===== config.mk =====
export PLATFORM = sky130hd
export DESIGN_NAME = packet_flitizer
export DESIGN_NICKNAME = d
export VERILOG_FILES = /design/src/rtl/packet_flitizer.sv
export SDC_FILE = /design/constraint.sdc
export NUM_CORES = 1
export LEC_CHECK = 0
export ABC_AREA = 1
export CORE_ASPECT_RATIO = 2
export CORE_MARGIN = 2
export CORE_UTILIZATION = 54
export CTS_CLUSTER_DIAMETER = 150
export CTS_CLUSTER_SIZE = 40
export DETAILED_ROUTE_END_ITERATION = 10
export PLACE_DENSITY = 0.8
export SLEW_MARGIN = 40
export SYNTH_ARGS = -nofsm -noshare
export SYNTH_HDL_FRONTEND = slang
export SYNTH_SLANG_ARGS = --single-unit

===== constraint.sdc =====
create_clock -name clock -period 9.3 [get_ports clock]
set_clock_uncertainty 0.1 [all_clocks]
set_input_delay 1.86 -clock clock [delete_from_list [all_inputs] [get_ports clock]]
set_output_delay 1.86 -clock clock [all_outputs]
set_load 0.005 [all_outputs]

===== src/rtl/packet_flitizer.sv =====
// Packet flitizer: buffers {src,dest,data} packets in a small FIFO and serializes
// each one as a HEAD flit followed by NBODY data flits, the last of which is TAIL.
module packet_flitizer #(
    parameter int ID_SIZE    = 8,
    parameter int DATA_WIDTH = 128,
    parameter int FLIT_WIDTH = 32,
    parameter int QDEPTH     = 2
) (
    input  logic                    clock,
    input  logic                    reset,
    input  logic                    pkt_valid,
    output logic                    pkt_ready,
    input  logic [ID_SIZE-1:0]      pkt_src,
    input  logic [ID_SIZE-1:0]      pkt_dest,
    input  logic [DATA_WIDTH-1:0]   pkt_data,
    output logic                    flit_valid,
    input  logic                    flit_ready,
    output logic [FLIT_WIDTH+1:0]   flit_out,
    output logic                    busy
);

    localparam int NBODY   = DATA_WIDTH / FLIT_WIDTH;
    localparam int BEAT_W  = (NBODY > 1) ? $clog2(NBODY) : 1;
    localparam int PTR_W   = (QDEPTH > 1) ? $clog2(QDEPTH) : 1;
    localparam int CNT_W   = $clog2(QDEPTH + 1);
    localparam int ENTRY_W = 2 * ID_SIZE + DATA_WIDTH;

    localparam logic [1:0] TYPE_HEAD = 2'b01;
    localparam logic [1:0] TYPE_BODY = 2'b00;
    localparam logic [1:0] TYPE_TAIL = 2'b10;

    generate
        if (((DATA_WIDTH % FLIT_WIDTH) != 0) || (FLIT_WIDTH < 2 * ID_SIZE)) begin : g_bad_width
            $error("packet_flitizer: DATA_WIDTH must be a multiple of FLIT_WIDTH and FLIT_WIDTH >= 2*ID_SIZE");
        end
        if ((QDEPTH < 2) || ((QDEPTH & (QDEPTH - 1)) != 0)) begin : g_bad_depth
            $error("packet_flitizer: QDEPTH must be a power of two and at least 2");
        end
    endgenerate

    typedef enum logic [1:0] {
        S_IDLE = 2'b00,
        S_HEAD = 2'b01,
        S_DATA = 2'b10
    } state_t;

    state_t                  state_q, state_d;
    logic [BEAT_W-1:0]       beat_q, beat_d;
    logic [PTR_W-1:0]        wr_ptr_q, wr_ptr_d;
    logic [PTR_W-1:0]        rd_ptr_q, rd_ptr_d;
    logic [CNT_W-1:0]        count_q, count_d;
    logic [ENTRY_W-1:0]      fifo_mem [QDEPTH];
    logic [ENTRY_W-1:0]      head_entry;
    logic [ID_SIZE-1:0]      head_src;
    logic [ID_SIZE-1:0]      head_dest;
    logic [DATA_WIDTH-1:0]   head_data;
    logic                    enq;
    logic                    deq;
    logic                    last_beat;

    assign pkt_ready  = (count_q != CNT_W'(QDEPTH));
    assign flit_valid = (state_q != S_IDLE);
    assign busy       = (count_q != {CNT_W{1'b0}}) || (state_q != S_IDLE);
    assign head_entry = fifo_mem[rd_ptr_q];
    assign {head_src, head_dest, head_data} = head_entry;

    // Next-state logic for the FIFO bookkeeping and the serializer FSM.
    always_comb begin
        last_beat = (beat_q == BEAT_W'(NBODY - 1));
        enq       = pkt_valid && pkt_ready;
        deq       = (state_q == S_DATA) && flit_ready && last_beat;
        wr_ptr_d  = enq ? (wr_ptr_q + PTR_W'(1)) : wr_ptr_q;
        rd_ptr_d  = deq ? (rd_ptr_q + PTR_W'(1)) : rd_ptr_q;
        count_d   = count_q + CNT_W'(enq) - CNT_W'(deq);
        state_d   = state_q;
        beat_d    = beat_q;
        case (state_q)
            S_IDLE: begin
                if (count_q != {CNT_W{1'b0}}) begin
                    state_d = S_HEAD;
                end else begin
                    state_d = S_IDLE;
                end
            end
            S_HEAD: begin
                if (flit_ready) begin
                    state_d = S_DATA;
                    beat_d  = {BEAT_W{1'b0}};
                end else begin
                    state_d = S_HEAD;
                end
            end
            S_DATA: begin
                if (flit_ready && last_beat) begin
                    // A packet landing in the same cycle still chains without a bubble.
                    state_d = (count_d != {CNT_W{1'b0}}) ? S_HEAD : S_IDLE;
                    beat_d  = {BEAT_W{1'b0}};
                end else if (flit_ready) begin
                    beat_d  = beat_q + BEAT_W'(1);
                end else begin
                    beat_d  = beat_q;
                end
            end
            default: begin
                state_d = S_IDLE;
                beat_d  = {BEAT_W{1'b0}};
            end
        endcase
    end

    // Outgoing flit built from the FSM state, beat counter and FIFO head entry.
    always_comb begin
        flit_out = {(FLIT_WIDTH + 2){1'b0}};
        case (state_q)
            S_HEAD: begin
                flit_out = {TYPE_HEAD, FLIT_WIDTH'({head_src, head_dest})};
            end
            S_DATA: begin
                if (last_beat) begin
                    flit_out = {TYPE_TAIL, head_data[beat_q * FLIT_WIDTH +: FLIT_WIDTH]};
                end else begin
                    flit_out = {TYPE_BODY, head_data[beat_q * FLIT_WIDTH +: FLIT_WIDTH]};
                end
            end
            default: begin
                flit_out = {(FLIT_WIDTH + 2){1'b0}};
            end
        endcase
    end

    // Control state with asynchronous reset; reset discards any partial or buffered packet.
    always_ff @(posedge clock or posedge reset) begin
        if (reset) begin
            state_q  <= S_IDLE;
            beat_q   <= {BEAT_W{1'b0}};
            wr_ptr_q <= {PTR_W{1'b0}};
            rd_ptr_q <= {PTR_W{1'b0}};
            count_q  <= {CNT_W{1'b0}};
        end else begin
            state_q  <= state_d;
            beat_q   <= beat_d;
            wr_ptr_q <= wr_ptr_d;
            rd_ptr_q <= rd_ptr_d;
            count_q  <= count_d;
        end
    end

    // Packet storage; contents are only meaningful while counted, so no reset.
    always_ff @(posedge clock) begin
        if (enq) begin
            fifo_mem[wr_ptr_q] <= {pkt_src, pkt_dest, pkt_data};
        end
    end

endmodule

# Yosys cells after proc, flatten, opt, wreduce, memory -nomap -nowiden
# Memories as Yosys holds them, arrays and structs flattened.
# Index checks and enable logic that the tools add are counted.
[classes]
n_mux = 13
shifts = 1
order_cmp = 0
reduce_logical = 10
n_eq_ne = 7
n_bitwise = 1
n_mul = 0
addsub = 5
n_div = 0
[ops]
columns = ["operator", "count"]
rows = [
  ["indexed part select 128 x 8 -> 32 bit", 1],
  ["case mux 34 bit (2 select lines)", 1],
  ["two-way mux 34 bit", 1],
  ["case mux 2 bit (3 select lines)", 2],
  ["two-way mux 2 bit", 5],
  ["nonzero test 2 bit", 3],
  ["== test 2 bit, second input constant", 2],
  ["logical AND 1 bit", 4],
  ["two-way mux 1 bit", 4],
  ["inequality test 2 bit, second input constant", 2],
  ["inequality test 3 x 2 -> 1 bit, second input constant", 1],
  ["AND reduction 3 bit", 1],
  ["adder 1 bit, second input constant", 2],
  ["adder 2 x 1 -> 2 bit", 1],
  ["adder 2 x 1 -> 2 bit, second input constant", 1],
  ["== test 2 x 1 -> 1 bit, second input constant", 1],
  ["zero test 2 bit", 1],
  ["inequality test 2 x 1 -> 1 bit, second input constant", 1],
  ["subtractor 2 x 1 -> 2 bit", 1],
  ["logical OR 1 bit", 1],
  ["inverter 1 bit", 1],
]
[word_totals]
word_cells = 43
register_bits = 8
output_inout_bits = 37
in_bits = 148
mem_bits_ro = 0
latchBits = 0
mem_bits_rw = 288
n_memories = 1
[mem_list]
columns = ["name", "depth", "word_bits", "rd", "rd_clocked_by_memory_dff", "wr", "line_no", "rtl"]
rows = [
  ["fifo_mem", 2, 144, 1, 0, 1, "52", "logic [ENTRY_W-1:0] fifo_mem [QDEPTH];"],
]

# Depth between registers and ports, before layout
[depth]
ltp_word = 8
depth_mapped = 15
mapped_depth_nobuf = 14

# Worst setup path before layout
# OpenSTA, ideal clock, no wires.
[synth_path]
kind = "input port to flip-flop"
start = "input port pkt_valid"
end = "memory fifo_mem[1][0] (netlist name) (enable)"
arrival_ns = 7.954
path_stages = 2
slack_ns = 0.596
t_required_ns = 8.550
path_buffers = 0
setup_ns = 0.650
cell_sequence = "nand2_1 > nor2_1"
[synth_via]
elab_chain_cells = 3
[synth_rtl]
columns = ["element", "line_no", "rtl"]
rows = [
  ["from (decl)", "11", "input logic pkt_valid,"],
  ["logical AND 1 bit", "70", "enq = pkt_valid && pkt_ready;"],
  ["two-way mux 1 bit", "150", "if (enq) begin"],
  ["two-way mux 1 bit (not written as such)", "151", "fifo_mem[wr_ptr_q] <= {pkt_src, pkt_dest, pkt_data};"],
  ["to (decl)", "52", ""],
]
# Every way passes these cells.

# Worst setup path after layout
[layout_path]
start = "register rd_ptr_q"
end = "output port flit_out[5]"
[layout_via]
elab_chain_cells = 4
[layout_rtl]
columns = ["element", "line_no", "rtl"]
rows = [
  ["from (decl)", "50", "logic [PTR_W-1:0] rd_ptr_q, rd_ptr_d;"],
  ["from (signal assigned)", "137", "rd_ptr_q <= {PTR_W{1'b0}};"],
  ["from (signal assigned)", "143", "rd_ptr_q <= rd_ptr_d;"],
  ["memory read (2 x 144 bit) *", "n/a", ""],
  ["indexed part select 128 x 8 -> 32 bit", "120, 122", ""],
  ["two-way mux 34 bit", "119", "if (last_beat) begin"],
  ["case mux 34 bit (2 select lines) *", "114", "case (state_q)"],
  ["to (decl)", "18", "output logic [FLIT_WIDTH+1:0] flit_out,"],
]
# Every way passes the cells marked *; elsewhere a longest branch is shown, timed or not.

==> flow_metrics.py <==
metrics = {
    "synthesis": {
        "synth.yosys.warnings": 0,
        "yosys_register_bits": 296,
        "syn_area_per_cell_um2": 11.6,
        "area_of_the_mapped_netlist_um2": 12200,
        "syn_nets": 1214,
        "ys_seq_area_share_pct": 72.3,
        "post_synth_inst_count": 1058,
        "yosysUniqueCellTypes": 20,
    },
    "power_and_ir_drop": {
        "power_per_cell_area_nw_per_um2": 235,
        "totalPowerFinal_uw": 3420,
        "peak_supply_drop_v": 0.000311,
        "power.leakage_uw": 0.00544,
    },
    "run_status": {
        "run_status": "complete, no violations",
    },
    "critical_path": {
        "crit_buf_inv": 3,
        "r2r-start": "count_q[0]",
        "reg2reg_to": "fifo_mem[1][84]",
        "worstSetupStartpointType": "register",
        "setup.worst_path.class": "register to output port",
        "cp_max_fo": 81,
        "r2r_slack_ns": 6.68,
        "crit_family": "buffers and inverters",
        "cpPeakStageDelay_ns": 0.75,
        "critical_path.cell_chain": "inv_6 > buf_4 > nand2_1 > nand3_1 > nand3_1 > nand3_1 > a21oi_1 > clkdlybuf4s50_1",
        "crit_path_end_kind": "output port",
        "crit_top_cell": "nand3_1",
        "worstPathArrival_ns": 3.65,
        "rr_worst_depth": 6,
        "cpMaxStageDelayCell": "dfrtp_4",
        "worst-endpoint-required_ns": 7.34,
    },
    "cells_and_area": {
        "area_growth_pct": 18.9,
        "fin_cells": 1490,
        "final_cell_area_um2": 14600,
        "num-nets-final": 1364,
        "drive_above_1_share_pct": 2.48,
        "antenna-diode-count": 0,
        "most_common_cell_after_layout_fill_and_taps_aside": "edfxtp_1",
        "mostFrequentLayoutCells": "edfxtp_1, clkdlybuf4s50_1, nand2_1, nor2_1, inv_1",
        "final_util_pct": 64.9,
    },
    "floorplan": {
        "io-pin-count": 185,
        "core_area_um2": 22400,
        "fp-row-count": 78,
        "floorplan.initialDensity_pct": 54.5,
        "die_height_um": 217,
        "fp.dieW_um": 110,
        "die-area_um2": 24000,
    },
    "worst_hold_path": {
        "whs_endpoint": "count_q[0]",
        "min_path_cells": 1,
        "startpoint_of_the_worst_hold_path": "count_q[0]",
        "timing.hold.worst.class": "register to register",
    },
    "place": {
        "placement.cell_area_um2": 14200,
        "port_buffers": 184,
        "dpl.cell_count": 1475,
        "gp_congestion": 0.839,
        "dp_hpwl_um": 17600,
    },
    "timing": {
        "setup_repair_after_global_routing_missed_its_margin": "no",
        "setup_violations": 0,
        "clock.fmax_ghz": 0.178,
        "min_period_over_period_pct": 60.3,
        "timing.final.max_slew_violations": 0,
        "finalCriticalPeriod_ns": 5.61,
        "worst_slew_margin_rel_pct": 48.8,
        "tightestPinTransition_ns": 0.767,
        "summed_negative_setup_slack_over_all_endpoints_ns": 0,
        "timing.final.hold_violations": 0,
    },
    "cts": {
        "cts_hold_repair.buffers": 0,
        "postCtsSetupRepairBufs": 0,
        "num_cts_buffers": 11,
        "htree_levels": 1,
        "ctsResizeCount": 0,
        "worst_setup_hold_path_clk_slew_ns": 0.13,
        "clock_tree_from_tritoncts": "built",
        "max-clock-path-buffers": 3,
        "numClockSinks": 296,
        "clockRootBuffer": "clkbuf_16",
        "clock_latency_ns": 0.48,
    },
    "route": {
        "vias": 8179,
        "vias_per_cell": 5.49,
        "drc": 0,
        "wire_per_inst_um": 18.2,
        "drt_pass1_iterations": 5,
        "dr.first_iter.drc_count": 878,
        "wirelength_um": 27100,
        "final_antenna_net_count": 0,
    },
    "grt": {
        "maximum_number_of_pins_on_one_net_before_global_route_repair": 82,
        "overflow": 0,
        "grt_util_all_layers_pct": 22.2,
        "grt_first_pass_wirelength_um": 42300,
        "antenna_violations_before_repair": 0,
        "via_count_of_the_first_global_routing_pass": 8010,
    },
    "run": {
        "drv.max_cap_violation_count": 0,
    },
}
[cell type report]
type / count / area [um2]
clock buffer: 14 / 287
fill: 1731 / 7890
multi-input combinational: 590 / 2640
clock inverter: 1 / 30.0
timing repair buffer: 194 / 1960
sequential: 296 / 8850
tap: 280 / 350
inverter: 115 / 439
[state kept, by name, summed over array words and instances (netlist names)]
register and count:
fifo_mem 288, beat_q 2, count_q 2, state_q 2
rd_ptr_q 1, wr_ptr_q 1
[cells in the mapped netlist]
master    instances  area, um2
nor2_1          153        574
a21oi_1          18       90.1
nand3b_1          1       7.51
o22ai_1          16        100
buf_1             3       11.3
inv_1           112        420
nand3_1         101        505
clkinv_1          1       3.75
ha_1              8        100
nand2_1         177        664
inv_2             2       7.51
o21ai_0          78        390
xor2_1            1       8.76
o21ai_1          37        185
buf_4             8       60.1
dfrtp_1           8        200
buf_6             9        101
edfxtp_1        288       8650
buf_2            21        105
clkbuf_1         16       60.1
[power by group]
part           switching [uW]  internal, uW
Clock                     368           228
Combinational             605           332
Sequential               79.4          1810
Total                    1050          2370
[logic make-up (layout without fill, tap and decap cells)]
kind of cell,Yosys count,in the layout,share of synthesized area (%)
AND/OR/NAND/NOR,432,432,14.3
flip-flops,296,296,72.3
buffers and inverters,172,324,6.28
AO/OA/AOI/OAI,149,149,6.25
adder cells (fa/ha/maj),8,8,0.818
XOR/XNOR,1,1,0.0715
[through the flow]
step | worst slack [ns] | hold WS (ns)
floorplan | 0.596 | 0.385
global placement | 4.04 | 0.404
detailed placement | 4.06 | 0.420
CTS | 3.51 | 0.448
global route | 3.41 | 0.459
finish | 3.69 | 0.452
[how the worst max path moves through the flow]
stage	start	to	slack, ns	cells after the start
5_1_grt	rd_ptr_q	flit_out[6]	3.41	9
2_1_floorplan	pkt_valid	fifo_mem[1][0]	0.60	2
4_1_cts	rd_ptr_q	flit_out[6]	3.51	9
6_report	rd_ptr_q	flit_out[5]	3.69	8
3_5_place_dp	rd_ptr_q	flit_out[6]	4.06	9
3_3_place_gp	rd_ptr_q	flit_out[13]	4.04	9
[layer usage]
metal  vias up  share of wire, %  wire, um  global-route usage, %
met5         -                 0         0                      0
met1      3920                42     11300                   31.7
li1       3870                 -         -                      -
met4         0               2.2       588                   5.67
met2       354                48     13100                   36.1
met3        35               7.8      2120                   3.79
No activity file was read; power rests on OpenSTA's default activity.
